==> config.mk <==
export PLATFORM = sky130hd
export DESIGN_NAME = hilo_unit
export DESIGN_NICKNAME = d
export VERILOG_FILES = /design/src/rtl/hilo_pkg.sv /design/src/rtl/hilo_pend_tracker.sv /design/src/rtl/hilo_unit.sv
export SDC_FILE = /design/constraint.sdc
export NUM_CORES = 1
export LEC_CHECK = 0
export CAP_MARGIN = 40
export CORE_ASPECT_RATIO = 0.7
export CORE_UTILIZATION = 27
export DETAILED_ROUTE_END_ITERATION = 12
export PLACE_DENSITY = 0.61
export SLEW_MARGIN = 20
export SYNTH_ARGS = -nofsm -noshare
export SYNTH_HDL_FRONTEND = slang
export SYNTH_HIERARCHICAL = 1
export SYNTH_SLANG_ARGS = --single-unit
==> constraint.sdc <==
create_clock -name clk -period 8.11 [get_ports clk]
set_clock_uncertainty 0.05 [all_clocks]
set_input_delay 1.2165 -clock clk [delete_from_list [all_inputs] [get_ports clk]]
set_output_delay 1.2165 -clock clk [all_outputs]
set_load 0.1 [all_outputs]
==> src/rtl/hilo_pkg.sv <==
// Shared definitions for the HI/LO unit: accumulate-mode encodings,
// tracker FSM states and the default data width.
package hilo_pkg;

   localparam int HILO_DATA_W = 32;

   // mul_acc encodings; the fourth code is reserved and behaves as a plain write
   localparam logic [1:0] HILO_ACC_WR  = 2'b00;
   localparam logic [1:0] HILO_ACC_ADD = 2'b01;
   localparam logic [1:0] HILO_ACC_SUB = 2'b10;

   // IDLE: nothing in flight, BUSY: live products only, DRAIN: killed products still to emerge
   typedef enum logic [1:0] {
      ST_IDLE  = 2'd0,
      ST_BUSY  = 2'd1,
      ST_DRAIN = 2'd2
   } hilo_state_e;

endpackage

==> src/rtl/hilo_pend_tracker.sv <==
// Tracks multiplies in flight through MUL: live (pend) and killed-by-flush (drop)
// counts, the IDLE/BUSY/DRAIN state, issue back-pressure, and whether each
// arriving product is written or discarded. Products arrive in issue order, so
// all killed products emerge before any live one.
module hilo_pend_tracker
   import hilo_pkg::*;
#(
   parameter int MAX_PEND = 4,
   parameter int CNT_W    = $clog2(MAX_PEND + 1)
) (
   input  logic clk,
   input  logic reset,
   input  logic stall,
   input  logic flush,
   input  logic mul_issue,
   input  logic mul_done,
   output logic issue_ready,
   output logic pend_busy,
   output logic prod_write
);

   localparam logic [CNT_W:0] MAX_PEND_W = (CNT_W + 1)'(MAX_PEND);

   logic [CNT_W-1:0] pend_q, pend_d;
   logic [CNT_W-1:0] drop_q, drop_d;
   hilo_state_e      state_q, state_d;

   logic accept;
   logic take_drop;
   logic take_pend;

   // Issue acceptance and routing of an arriving product (drop first, then live, else spurious)
   always_comb begin
      issue_ready = ({1'b0, pend_q} + {1'b0, drop_q}) < MAX_PEND_W;
      accept      = mul_issue && !stall && !flush && issue_ready;
      take_drop   = mul_done && (state_q == ST_DRAIN);
      take_pend   = mul_done && (state_q == ST_BUSY);
      prod_write  = take_pend;
      pend_busy   = (pend_q != '0);
   end

   // Next counter values and the state they imply
   always_comb begin
      pend_d  = pend_q;
      drop_d  = drop_q;
      state_d = state_q;
      if (flush) begin
         drop_d = drop_q + pend_q - CNT_W'(take_drop | take_pend);
         pend_d = '0;
      end else begin
         drop_d = drop_q - CNT_W'(take_drop);
         pend_d = pend_q + CNT_W'(accept) - CNT_W'(take_pend);
      end
      if (drop_d != '0) begin
         state_d = ST_DRAIN;
      end else if (pend_d != '0) begin
         state_d = ST_BUSY;
      end else begin
         state_d = ST_IDLE;
      end
   end

   // Counter and state registers
   always_ff @(posedge clk) begin
      if (reset) begin
         pend_q  <= '0;
         drop_q  <= '0;
         state_q <= ST_IDLE;
      end else begin
         pend_q  <= pend_d;
         drop_q  <= drop_d;
         state_q <= state_d;
      end
   end

endmodule

==> src/rtl/hilo_unit.sv <==
// Architectural HI/LO pair fed by the EX-stage multiplier. Captures products,
// applies committed MTHI/MTLO writes and serves MFHI/MFLO reads with a stall
// while a product is still in flight.
// Build option: define HILO_ACC_EN to make written products accumulate into
// {HI,LO} (MADD/MSUB); otherwise every product overwrites HI/LO.
module hilo_unit
   import hilo_pkg::*;
#(
   parameter int DATA_W   = HILO_DATA_W,
   parameter int MAX_PEND = 4
) (
   input  logic              clk,
   input  logic              reset,
   input  logic              stall,
   input  logic              flush,
   input  logic              mul_issue,
   input  logic              mul_done,
   input  logic [DATA_W-1:0] mul_hi,
   input  logic [DATA_W-1:0] mul_lo,
   input  logic [1:0]        mul_acc,
   input  logic              mt_we_hi,
   input  logic              mt_we_lo,
   input  logic [DATA_W-1:0] mt_data,
   input  logic              mf_req,
   input  logic              mf_sel,
   output logic [DATA_W-1:0] mf_data,
   output logic              mf_stall,
   output logic              issue_ready,
   output logic [DATA_W-1:0] hi_out,
   output logic [DATA_W-1:0] lo_out
);

   logic [DATA_W-1:0]   hi_q, hi_d;
   logic [DATA_W-1:0]   lo_q, lo_d;
   logic [2*DATA_W-1:0] hilo_new;
   logic                prod_write;
   logic                pend_busy;
   logic                mt_hi;
   logic                mt_lo;

   hilo_pend_tracker #(
      .MAX_PEND (MAX_PEND)
   ) u_tracker (
      .clk         (clk),
      .reset       (reset),
      .stall       (stall),
      .flush       (flush),
      .mul_issue   (mul_issue),
      .mul_done    (mul_done),
      .issue_ready (issue_ready),
      .pend_busy   (pend_busy),
      .prod_write  (prod_write)
   );

`ifdef HILO_ACC_EN
   // Combine the product with the current pair according to the accumulate mode
   always_comb begin
      hilo_new = {mul_hi, mul_lo};
      case (mul_acc)
         HILO_ACC_ADD: hilo_new = {hi_q, lo_q} + {mul_hi, mul_lo};
         HILO_ACC_SUB: hilo_new = {hi_q, lo_q} - {mul_hi, mul_lo};
         default:      hilo_new = {mul_hi, mul_lo};
      endcase
   end
`else
   logic unused_acc;
   assign unused_acc = ^mul_acc;

   // Without accumulation every product simply overwrites the pair
   always_comb begin
      hilo_new = {mul_hi, mul_lo};
   end
`endif

   // Next HI/LO: product capture first, then committed MT writes override their own half
   always_comb begin
      hi_d  = hi_q;
      lo_d  = lo_q;
      mt_hi = mt_we_hi && !stall && !flush;
      mt_lo = mt_we_lo && !stall && !flush;
      if (prod_write) begin
         {hi_d, lo_d} = hilo_new;
      end
      if (mt_hi) begin
         hi_d = mt_data;
      end
      if (mt_lo) begin
         lo_d = mt_data;
      end
   end

   // Read port with same-cycle MT bypass, and the read stall while work is live
   always_comb begin
      if (mf_sel) begin
         mf_data = mt_hi ? mt_data : hi_q;
      end else begin
         mf_data = mt_lo ? mt_data : lo_q;
      end
      mf_stall = mf_req && pend_busy;
      hi_out   = hi_q;
      lo_out   = lo_q;
   end

   // HI/LO registers
   always_ff @(posedge clk) begin
      if (reset) begin
         hi_q <= '0;
         lo_q <= '0;
      end else begin
         hi_q <= hi_d;
         lo_q <= lo_d;
      end
   end

endmodule

==> results.md <==
- Max frequency: between 150 and 200 MHz
- DR iter-0 viols: 248
- Overall via count from detail_route: ~4500
- FF+latch count, synth: roughly 70
- Max-cap violations: 0
- Pin count of the biggest net entering global routing: 66
- Post-synth top flop: dfxtp_1
- Seq/Total Area, Yosys: 33.9%
- Most common library cells after synthesis: 74 x nor2_1, 72 x dfxtp_1, 65 x mux2i_1
- Pwr Density: around 190 nW/um2
- Crit path capture type: output port
- Async SR Flop Fraction: 0%
- Clock sinks: 72
- Synth cell types: 37
- Largest cells by area after synthesis: dfxtp_1 34%, mux2i_1 15%, a211oi_2 9.7%
- # fillers: approximately 1200
- Ant. Diodes: 0
- Syn Inst Count: approximately 430
- Synth-to-layout area growth: 98.1%
- Final Hold Viols: 0
- Global-route wire length before repair: between 20000 and 30000 um
- Detailed Route WL: ~16000 um
- CTS Buf Count: 9
- Failing checks: design-rule violations
- Nets: roughly 830
- WL per Instance: 17.6 um
- CTS tree: done
- Post-synth EDFFs: 0
- Critical Path AT: 4250 ps
- Pleak: ~3.1 nW
- Syn nets: between 500 and 600
- Post-CTS Setup Inserts: 0
- Hold buffer count at cts: 0
- Global route overflow: 0
- R2R setup slack: 4630 ps
- Die Span X: roughly 150 um
- Slew headroom: approximately half
- CP Data Required Time: 6840 ps
- Synth warnings: 6
- GRT Total Usage: approximately a fifth
- WS Path Type: in -> out
- # setup viols final: 0
- FP Rows: 37
- Most frequent cell after synthesis: nor2_1
- RD Place Congestion: a little over 0.8
- Setup total negative slack: 0 ps
- Post-CTS resize count: 0
- Worst Tran Pin Value: 725 ps
- Final period util: between 60% and 70%
- Area share of the largest cell type after synthesis: between 30% and 40%
- Die area: about 16000 um2
- CTS Root Cell: clkbuf_16
- PnR Total Power: ~1.6 mW
- Core ar.: 15000 um2
- Initial core utilization: approximately 28%
- Pre-antenna DRT Iters: 9
- Share of layout cells above drive strength 1: ~23%
- Htree depth: 3
- Worst-case vdd ir drop: 0.113 mV
- HPWL after DPL: around 11000 um
- Worst hold path type: reg -> reg
- CP Max Fanout: 20
- Buffers on Ports: approximately 200
- Outcome: finished, violations left
- Mapped cell area: roughly 4300 um2
- Vias per cell: slightly below 5
- Worst skew pair latency: 320 ps
- CTS max path bufs: 2
- Antenna violations before repair: 1
- CTS clk-pin slew, worst paths: 60 ps
- Crit path launch type: primary input
- Fin crit period: between 5000 and 6000 ps
- Cell taking the most area after synthesis: dfxtp_1
- Max Slew Vio Count: 0
- Die height: between 100 and 150 um
- I/O pin cnt: just over 200
- DRC violations left: 24
- Number of global-route vias before repair: about 4700
- RSZ-0062 raised after global routing: false
- Antenna-violating nets left: 0
- Mapped Avg Cell Area: about 9.9 um2
## worst paths after layout
path,endpoint,cells past startpoint,from
worst min register to register,lo_out[7],2,lo_out[7]
worst max-delay path,mf_data[10],7,flush
worst min-delay path,lo_out[7],2,lo_out[7]
worst max register to register,u_tracker/state_q[0],10,u_tracker/state_q[1]
## placed cells by master (no fill, tap or decap), types with 3 or more instances in the layout
master / synthesis / final
nor2_1: 74 / 74
or3_1: 32 / 32
a211oi_1: 32 / 32
mux2i_1: 65 / 65
o221a_1: 30 / 30
buf_4: 6 / 8
nand2_1: 3 / 3
clkbuf_16: 0 / 9
buf_8: 0 / 77
buf_16: 0 / 21
clkdlybuf4s50_1: 0 / 202
and2_1: 3 / 3
a211oi_2: 33 / 33
inv_1: 10 / 10
dfxtp_1: 72 / 72
ha_1: 9 / 9
## final cells by class
class	instances	area [um2]	share of cell area [%]
Clock buffer	11	243	2.88
Clock inverter	5	80.1	0.951
Inverter	10	37.5	0.446
Multi-Input combinational cell	306	2520	29.9
Sequential cell	72	1440	17.1
Tap cell	195	244	2.90
Timing Repair Buffer	310	3860	45.8
## power by group
group / leakage [nW] / switching (mW) / internal, mW
sequential: 0.589 / 0.0194 / 0.381
combinational: 2.38 / 0.420 / 0.307
clock: 0.152 / 0.155 / 0.277
total: 3.12 / 0.594 / 0.965
## worst max-delay path, stage by stage
cell and delay [ps]:
clkdlybuf4s50_1 660, or3b_4 500, nand2_1 410, buf_4 390, o221a_1 240, clkdlybuf4s50_1 600, buf_16 200
## cells by family after synthesis
logic type / count (synthesis) / synth area share [%]
buf+inv: 51 / 7.09
mux: 66 / 15.6
compound gates: 102 / 24.8
xor+xnor: 4 / 1.15
fa+ha+maj: 11 / 3.59
simple gates: 123 / 13.8
flops: 72 / 33.9
## per-stage QoR
stage / area, um2 / instances / utilization [%] / worst slack, ps / hold WS [ps]
2_1_floorplan: 4250 / 429 / - / 2410 / 534
3_3_place_gp: 6320 / 793 / 42.0 / 2240 / 501
3_5_place_dp: 8080 / 892 / 53.7 / 2590 / 508
4_1_cts: 8400 / 908 / 55.8 / 2570 / 523
5_1_grt: 8420 / 909 / 56.0 / 2470 / 551
6_report: 8420 / 909 / 56.0 / 2590 / 513
## per-layer routing
metal / track usage, % / share of wire [%]
met5: 0 / 0.081
met1: 24.3 / 46
met2: 33.0 / 45
met3: 7.48 / 8.0
met4: 5.10 / 1.0
## flip-flops by register name, summed over array words and instances, names as in the netlist
signal             flops
hi_out                32
lo_out                32
u_tracker/drop_q       3
u_tracker/pend_q       3
u_tracker/state_q      2
Note: power is estimated with default switching activity, not from simulation.
